$ cat config.mk
export PLATFORM = sky130hd
export DESIGN_NAME = maze_solver_p
export DESIGN_NICKNAME = d
export VERILOG_FILES = /design/src/rtl/maze_pkg.sv /design/src/rtl/maze_solver_p_path_stack.sv /design/src/rtl/maze_solver_p.sv
export SDC_FILE = /design/constraint.sdc
export NUM_CORES = 2
export LEC_CHECK = 0
export CAP_MARGIN = 10
export CORE_ASPECT_RATIO = 1.4
export CORE_MARGIN = 10
export CORE_UTILIZATION = 45
export DETAILED_ROUTE_END_ITERATION = 10
export HOLD_SLACK_MARGIN = 0.08
export MAX_ROUTING_LAYER = met4
export PLACE_DENSITY = 0.63
export SLEW_MARGIN = 5
export SYNTH_ARGS = -nofsm -noshare
export SYNTH_HDL_FRONTEND = slang
export SYNTH_SLANG_ARGS = --single-unit
$ cat constraint.sdc
create_clock -name clk -period 13.4 [get_ports clk]
set_input_delay 3.35 -clock clk [delete_from_list [all_inputs] [get_ports clk]]
set_output_delay 3.35 -clock clk [all_outputs]
set_load 0.02 [all_outputs]
$ cat src/rtl/maze_pkg.sv
// Shared types and neighbour helper for the rat-in-maze solver.
// Neighbour coordinates are carried 16 bits wide so any grid size fits.
package maze_pkg;

  typedef enum logic [1:0] {
    UP,
    RIGHT,
    DOWN,
    LEFT
  } dir_t;

  typedef enum logic [2:0] {
    IDLE,
    MARK,
    PROBE,
    WAIT,
    BACK,
    DONE,
    FAIL,
    REPLAY
  } state_t;

  typedef struct packed {
    logic [15:0] row;
    logic [15:0] col;
    logic        oob;
  } nbr_t;

  function automatic nbr_t neighbour(
    input logic [15:0] row,
    input logic [15:0] col,
    input dir_t        dir,
    input logic [15:0] row_max,
    input logic [15:0] col_max
  );
    nbr_t n;
    n.row = row;
    n.col = col;
    n.oob = 1'b0;
    unique case (dir)
      UP: begin
        n.oob = (row == 16'd0);
        n.row = row - 16'd1;
      end
      RIGHT: begin
        n.oob = (col == col_max);
        n.col = col + 16'd1;
      end
      DOWN: begin
        n.oob = (row == row_max);
        n.row = row + 16'd1;
      end
      LEFT: begin
        n.oob = (col == 16'd0);
        n.col = col - 16'd1;
      end
    endcase
    return n;
  endfunction

endpackage

$ cat src/rtl/maze_solver_p_path_stack.sv
// DFS path stack: push, pop, top-entry dir update and indexed read.
// Entries are {row, col, dir}; dir occupies the two LSBs.
module path_stack #(
  parameter int DEPTH = 16,
  parameter int EW    = 10,
  parameter int SP_W  = $clog2(DEPTH + 1)
) (
  input  logic            clk,
  input  logic            rst_n,
  input  logic            clr_i,
  input  logic            push_i,
  input  logic            pop_i,
  input  logic            upd_i,
  input  logic [1:0]      dir_i,
  input  logic [EW-1:0]   data_i,
  input  logic [SP_W-1:0] idx_i,
  output logic [EW-1:0]   data_o,
  output logic [SP_W-1:0] sp_o,
  output logic            full_o,
  output logic            empty_o
);

  localparam int IW = (DEPTH > 1) ? $clog2(DEPTH) : 1;
  localparam logic [SP_W-1:0] ONE = SP_W'(1);

  logic [EW-1:0]   mem_q [DEPTH];
  logic [SP_W-1:0] sp_q;
  logic [IW-1:0]   wr_a;
  logic [IW-1:0]   top_a;
  logic [IW-1:0]   rd_a;

  assign full_o  = (sp_q == SP_W'(DEPTH));
  assign empty_o = (sp_q == '0);
  assign sp_o    = sp_q;
  assign wr_a    = sp_q[IW-1:0];
  assign top_a   = IW'(sp_q - ONE);
  assign rd_a    = idx_i[IW-1:0];
  assign data_o  = mem_q[rd_a];

  always_ff @(posedge clk or negedge rst_n) begin
    if (!rst_n) begin
      sp_q <= '0;
    end else if (clr_i) begin
      sp_q <= '0;
    end else if (push_i && !full_o) begin
      sp_q <= sp_q + ONE;
    end else if (pop_i && !empty_o) begin
      sp_q <= sp_q - ONE;
    end
  end

  always_ff @(posedge clk) begin
    if (push_i && !full_o && !clr_i) begin
      mem_q[wr_a] <= data_i;
    end else if (upd_i && !empty_o) begin
      mem_q[top_a][1:0] <= dir_i;
    end
  end

endmodule

$ cat src/rtl/maze_solver_p.sv
// Depth-first maze solver with backtracking and path replay.
// Memory strobes decode from state and the registered cur/dir.
module maze_solver_p
  import maze_pkg::*;
#(
  parameter int ROW_W = 4,
  parameter int COL_W = 4,
  parameter int DEPTH = 2 ** (ROW_W + COL_W),
  parameter int SP_W  = $clog2(DEPTH + 1)
) (
  input  logic                   clk,
  input  logic                   rst,
  input  logic                   start,
  input  logic                   run,
  input  logic [ROW_W-1:0]       src_row,
  input  logic [COL_W-1:0]       src_col,
  input  logic [ROW_W-1:0]       dst_row,
  input  logic [COL_W-1:0]       dst_col,
  output logic [ROW_W+COL_W-1:0] mem_addr,
  output logic                   mem_rd,
  output logic                   mem_wr,
  output logic                   mem_wdata,
  input  logic                   mem_rdata,
  output logic                   busy,
  output logic                   done,
  output logic                   fail,
  output logic                   ovf,
  output logic                   move,
  output logic [ROW_W-1:0]       path_row,
  output logic [COL_W-1:0]       path_col,
  output logic [SP_W-1:0]        path_len
);

  localparam int EW = ROW_W + COL_W + 2;
  localparam logic [SP_W-1:0] ONE = SP_W'(1);
  localparam logic [SP_W-1:0] TWO = SP_W'(2);

  state_t          state_q;
  dir_t            dir_q;
  logic [ROW_W-1:0] cur_row_q, dst_row_q;
  logic [COL_W-1:0] cur_col_q, dst_col_q;
  logic [SP_W-1:0] idx_q, len_q;
  logic            done_q, fail_q, ovf_q;

  nbr_t            nb;
  logic [ROW_W-1:0] nb_row, top_row;
  logic [COL_W-1:0] nb_col, top_col;
  dir_t            top_dir;
  logic            go, at_dst;
  logic            st_push, st_pop, st_upd;
  logic            st_full, st_empty;
  logic [SP_W-1:0] st_sp, st_idx;
  logic [EW-1:0]   st_rd;

  assign nb = neighbour(16'(cur_row_q), 16'(cur_col_q), dir_q,
                        16'((2 ** ROW_W) - 1), 16'((2 ** COL_W) - 1));
  assign nb_row  = nb.row[ROW_W-1:0];
  assign nb_col  = nb.col[COL_W-1:0];
  assign top_row = st_rd[EW-1 -: ROW_W];
  assign top_col = st_rd[2 +: COL_W];
  assign top_dir = dir_t'(st_rd[1:0]);
  assign at_dst  = (cur_row_q == dst_row_q) && (cur_col_q == dst_col_q);
  assign go      = start && (state_q inside {IDLE, DONE, FAIL});

  always_comb begin
    st_push  = (state_q == MARK);
    st_pop   = (state_q == BACK);
    st_upd   = (state_q == WAIT) && !mem_rdata;
    st_idx   = (state_q == REPLAY) ? idx_q : st_sp - TWO;
    mem_wr   = (state_q == MARK);
    mem_rd   = (state_q == PROBE) && !nb.oob;
    mem_addr = '0;
    if (mem_wr) mem_addr = {cur_row_q, cur_col_q};
    else if (mem_rd) mem_addr = {nb_row, nb_col};
  end

  path_stack #(
    .DEPTH(DEPTH),
    .EW   (EW),
    .SP_W (SP_W)
  ) u_stack (
    .clk    (clk),
    .rst_n  (rst),
    .clr_i  (go),
    .push_i (st_push),
    .pop_i  (st_pop),
    .upd_i  (st_upd),
    .dir_i  (2'(dir_q)),
    .data_i ({cur_row_q, cur_col_q, 2'(UP)}),
    .idx_i  (st_idx),
    .data_o (st_rd),
    .sp_o   (st_sp),
    .full_o (st_full),
    .empty_o(st_empty)
  );

  always_ff @(posedge clk or negedge rst) begin
    if (!rst) begin
      state_q   <= IDLE;
      dir_q     <= UP;
      cur_row_q <= '0;
      cur_col_q <= '0;
      dst_row_q <= '0;
      dst_col_q <= '0;
      idx_q     <= '0;
      len_q     <= '0;
      done_q    <= 1'b0;
      fail_q    <= 1'b0;
      ovf_q     <= 1'b0;
    end else if (go) begin
      state_q   <= MARK;
      cur_row_q <= src_row;
      cur_col_q <= src_col;
      dst_row_q <= dst_row;
      dst_col_q <= dst_col;
      len_q     <= '0;
      done_q    <= 1'b0;
      fail_q    <= 1'b0;
      ovf_q     <= 1'b0;
    end else begin
      unique case (state_q)
        MARK: begin
          if (st_full) begin
            state_q <= FAIL;
            fail_q  <= 1'b1;
            ovf_q   <= 1'b1;
          end else if (at_dst) begin
            state_q <= DONE;
            done_q  <= 1'b1;
            len_q   <= st_sp + ONE;
          end else begin
            dir_q   <= UP;
            state_q <= PROBE;
          end
        end
        PROBE: begin
          if (!nb.oob) state_q <= WAIT;
          else if (dir_q == LEFT) state_q <= BACK;
          else dir_q <= dir_t'(dir_q + 2'd1);
        end
        WAIT: begin
          if (!mem_rdata) begin
            cur_row_q <= nb_row;
            cur_col_q <= nb_col;
            state_q   <= MARK;
          end else if (dir_q == LEFT) begin
            state_q <= BACK;
          end else begin
            dir_q   <= dir_t'(dir_q + 2'd1);
            state_q <= PROBE;
          end
        end
        BACK: begin
          // popping the last entry means every branch from src is dead
          if (st_sp == ONE) begin
            state_q <= FAIL;
            fail_q  <= 1'b1;
          end else begin
            cur_row_q <= top_row;
            cur_col_q <= top_col;
            if (top_dir == LEFT) begin
              dir_q <= LEFT;
            end else begin
              dir_q   <= dir_t'(top_dir + 2'd1);
              state_q <= PROBE;
            end
          end
        end
        DONE: begin
          if (run) begin
            idx_q   <= '0;
            state_q <= REPLAY;
          end
        end
        REPLAY: begin
          idx_q <= idx_q + ONE;
          if (idx_q == st_sp - ONE) state_q <= DONE;
        end
        default: ;
      endcase
    end
  end

  assign busy      = state_q inside {MARK, PROBE, WAIT, BACK, REPLAY};
  assign move      = (state_q == REPLAY);
  assign path_row  = move ? top_row : '0;
  assign path_col  = move ? top_col : '0;
  assign done      = done_q;
  assign fail      = fail_q;
  assign ovf       = ovf_q;
  assign path_len  = len_q;
  assign mem_wdata = 1'b1;

endmodule

==> flow_summary_export.csv <==
group,metric,value,unit
yosys,synth_adder_area_share,0.231,%
timing,setup_viol,0,
floorplan,dieArea,263000,um^2
clock_network,insertion_delay,0.94,ns
timing,min_period,11.62,ns
layout,area_growth,10.1,%
timing,max_freq,0.0860,GHz
job,timing.max_cap.violations,0,
layout,num-fill-cells,20394,
yosys,ys.warnings.count,0,
timing,final_max_slew_viol_count,0,
timing,tns,0,ns
timing,whs,0.508,ns
layout,stdcell_count,11252,
yosys,ys_types,84,
clock_network,root_buffer,"clkbuf_16",
power,power.leakage,42.0,nW
layout,drive_gt1_share,7.30,%
detailed_routing,drtPass1Iterations,8,
detailed_routing,ant_nets,0,
setup_path,worstSetupEndpointType,"output port",
clock_network,cts.hold.buffers_added,0,
global_routing,grtUsageTotal,25.5,%
yosys,synthMuxAreaShare,7.60,%
yosys,synth_top_family_by_area,"simple AND/OR/NAND/NOR gates",
yosys,yosysMostFrequentCell,"edfxtp_1",
placed_design,io_buffers,52,
yosys,synth_area_leader_cell,"edfxtp_1",
hold_path,hold_path.class,"reg -> reg",
layout,fin_nets,7850,
timing,finClkSkew,0.140,ns
floorplan,die_x,437,um
yosys,synth_cells,7904,
yosys,synth_commonest_cells,"2560 x edfxtp_1, 1264 x nand2_1, 822 x mux2i_1",
clock_network,cts_tree,"built",
timing,rsz0062_at_grt,"false",
yosys,yosys.area.top_type_share,70.3,%
setup_path,required,10.05,ns
detailed_routing,wl_per_cell,30.2,um
detailed_routing,vias,69294,
global_routing,grt_pass1_vias,66786,
yosys,synth_xor_area_share,0.329,%
timing,hold_viol_final,0,
setup_path,path_class,"reg -> out",
timing,worstMarginPinSlew,1.38,ns
detailed_routing,viasPerCell,6.16,
placed_design,dp.cells,10805,
clock_network,clk_pin_slew_worst_paths,0.07,ns
clock_network,cts_setup_buffers,0,
placed_design,dp_hpwl,205,mm
floorplan,die_y,603,um
global_routing,grt_antenna_before_repair,12,
power,power_density,251,nW/um^2
detailed_routing,wl,339,mm
floorplan,initial_core_util,45.1,%
yosys,avgSynthCellArea,13.8,um^2
detailed_routing,drt-initial-drc-count,9254,
yosys,yosys.area_share.simple,10.2,%
clock_network,numCtsBuffers,241,
clock_network,cts.sinks,2611,
setup_path,cp.arrival,8.27,ns
yosys,synth_compound_area_share,7.03,%
yosys,synth_edf_count,2560,
global_routing,grt_max_degree,257,
timing,relSlewSlack,7.82,%
clock_network,cts_buffer_depth,4,
floorplan,num_rows,214,
global_routing,overflow,0,
yosys,syn_area,109000,um^2
placed_design,place_worst_setup_slack,3.08,ns
yosys,yosys_most_used_dff,"edfxtp_1",
floorplan,coreArea,242000,um^2
timing,post-route-period-util,86.7,%
setup_path,path_max_fanout,122,
setup_path,regToRegSetupSlack,6.81,ns
yosys,ys_async_sr_fraction,1.95,%
global_routing,grt_pass1_wl,483,mm
placed_design,place_congestion,0.923,
detailed_routing,drc,0,
clock_network,cts_resized,0,
yosys,ys_ff_latch,2611,
yosys,yosys-top-cells-area,"edfxtp_1 70%, mux2i_1 7.5%, nand2_1 4.3%, nand3_1 2.4%, a211oi_1 2.3%",
run_status,status,"finished clean",
yosys,syn_nets,7944,
clock_network,htree_num_levels,4,
power,ir_worst_vdd,0.340,mV
timing,fin_ws,1.78,ns
setup_path,worst_setup_path_start_kind,"register",
floorplan,ios,54,
yosys,yosysSeqAreaShare,71.5,%
-- final cells by class --
type,instances,area (um^2),area share [%]
inverter,165,619,0.515
antenna,9,22.5,0.0187
timing repair buffer,219,2050,1.70
clock buffer,280,6220,5.17
tap,3240,4050,3.37
clock inverter,156,1230,1.03
multi-input combinational,4572,28000,23.2
sequential,2611,78200,65.0
-- cells in the final DEF (no fill, tap or decap), types with 14 or more instances in the layout --
cell | netlist | layout
a211oi_1 | 342 | 342
a21oi_1 | 99 | 98
a221oi_1 | 29 | 29
a22o_1 | 14 | 14
a22oi_1 | 35 | 35
a311oi_1 | 37 | 37
a31oi_1 | 80 | 79
a32oi_1 | 107 | 107
and3_1 | 37 | 37
buf_12 | 0 | 21
buf_4 | 64 | 144
bufinv_16 | 0 | 17
clkbuf_1 | 179 | 37
clkbuf_16 | 0 | 243
clkdlybuf4s50_1 | 0 | 51
clkinv_1 | 2 | 62
clkinv_2 | 0 | 57
dfrtp_1 | 51 | 50
edfxtp_1 | 2560 | 2560
ha_1 | 17 | 17
inv_1 | 162 | 162
mux2i_1 | 822 | 822
nand2_1 | 1264 | 1259
nand3_1 | 523 | 523
nand4_1 | 56 | 56
nor2_1 | 609 | 601
nor3_1 | 36 | 32
nor4_1 | 29 | 29
o211ai_1 | 17 | 17
o21ai_0 | 111 | 111
o221ai_1 | 19 | 19
o22ai_1 | 50 | 50
xnor2_1 | 28 | 28
-- power by group --
part           total [W]  internal [W]  switching [W]
Clock            0.00667       0.00363        0.00303
Sequential        0.0102        0.0101       0.000150
Combinational     0.0133       0.00335        0.00993
-- sequential cells by signal (all words and copies together), names as in the netlist, 2 cells and up --
signal and cells:
u_stack.mem_q 2560, dst_row_q 4, path_len 9, idx_q 9, cur_col_q 4, dst_col_q 4
dir_q 2, cur_row_q 4, state_q 3, u_stack.sp_o 9
-- stage by stage --
step	utilization, %	area (um^2)	total power, W
floorplan	-	109000	0.0179
global placement	46.5	113000	0.0232
CTS	49.6	120000	0.0299
detailed placement	46.6	113000	0.0233
finish	49.6	120000	0.0302
global route	49.6	120000	0.0309
-- cell families after synthesis --
group	count (synthesis)
buf+inv	721
xor+xnor	41
flops	2611
compound gates	1055
fa+ha+maj	19
other cells	1
mux	828
simple gates	2628
-- worst max-delay path, cell delays in order, from the launching register on --
cell             delay [ns]
dfrtp_1                0.90
nand3_4                0.37
a21oi_4                0.75
buf_12                 0.47
buf_4                  0.76
a211oi_1               0.12
o21ai_0                0.45
nand4_1                0.19
a211oi_1               0.97
a221o_1                0.45
o21ai_1                0.30
a21oi_1                0.45
clkdlybuf4s50_1        0.71
-- worst paths after layout --
kind	to	start	cells after the start
worst min register to register	path_len[6]	path_len[6]	2
worst min-delay path	path_len[6]	path_len[6]	2
worst max-delay path	path_row[1]	state_q[1]	12
max in group asynchronous	u_stack.sp_o[1]	rst	2
min in group asynchronous	cur_col_q[3]	rst	2
worst max register to register	dir_q[1]	state_q[1]	13
-- layer usage --
metal / routed length, um / up-vias / global-route usage [%]
met4: 23800 / 0 / 14.7
li1: - / 29619 / -
met1: 125000 / 34884 / 31.3
met5: 0 / - / -
met2: 159000 / 3898 / 39.7
met3: 31200 / 893 / 4.74
Note: power is estimated with default switching activity, not from simulation.
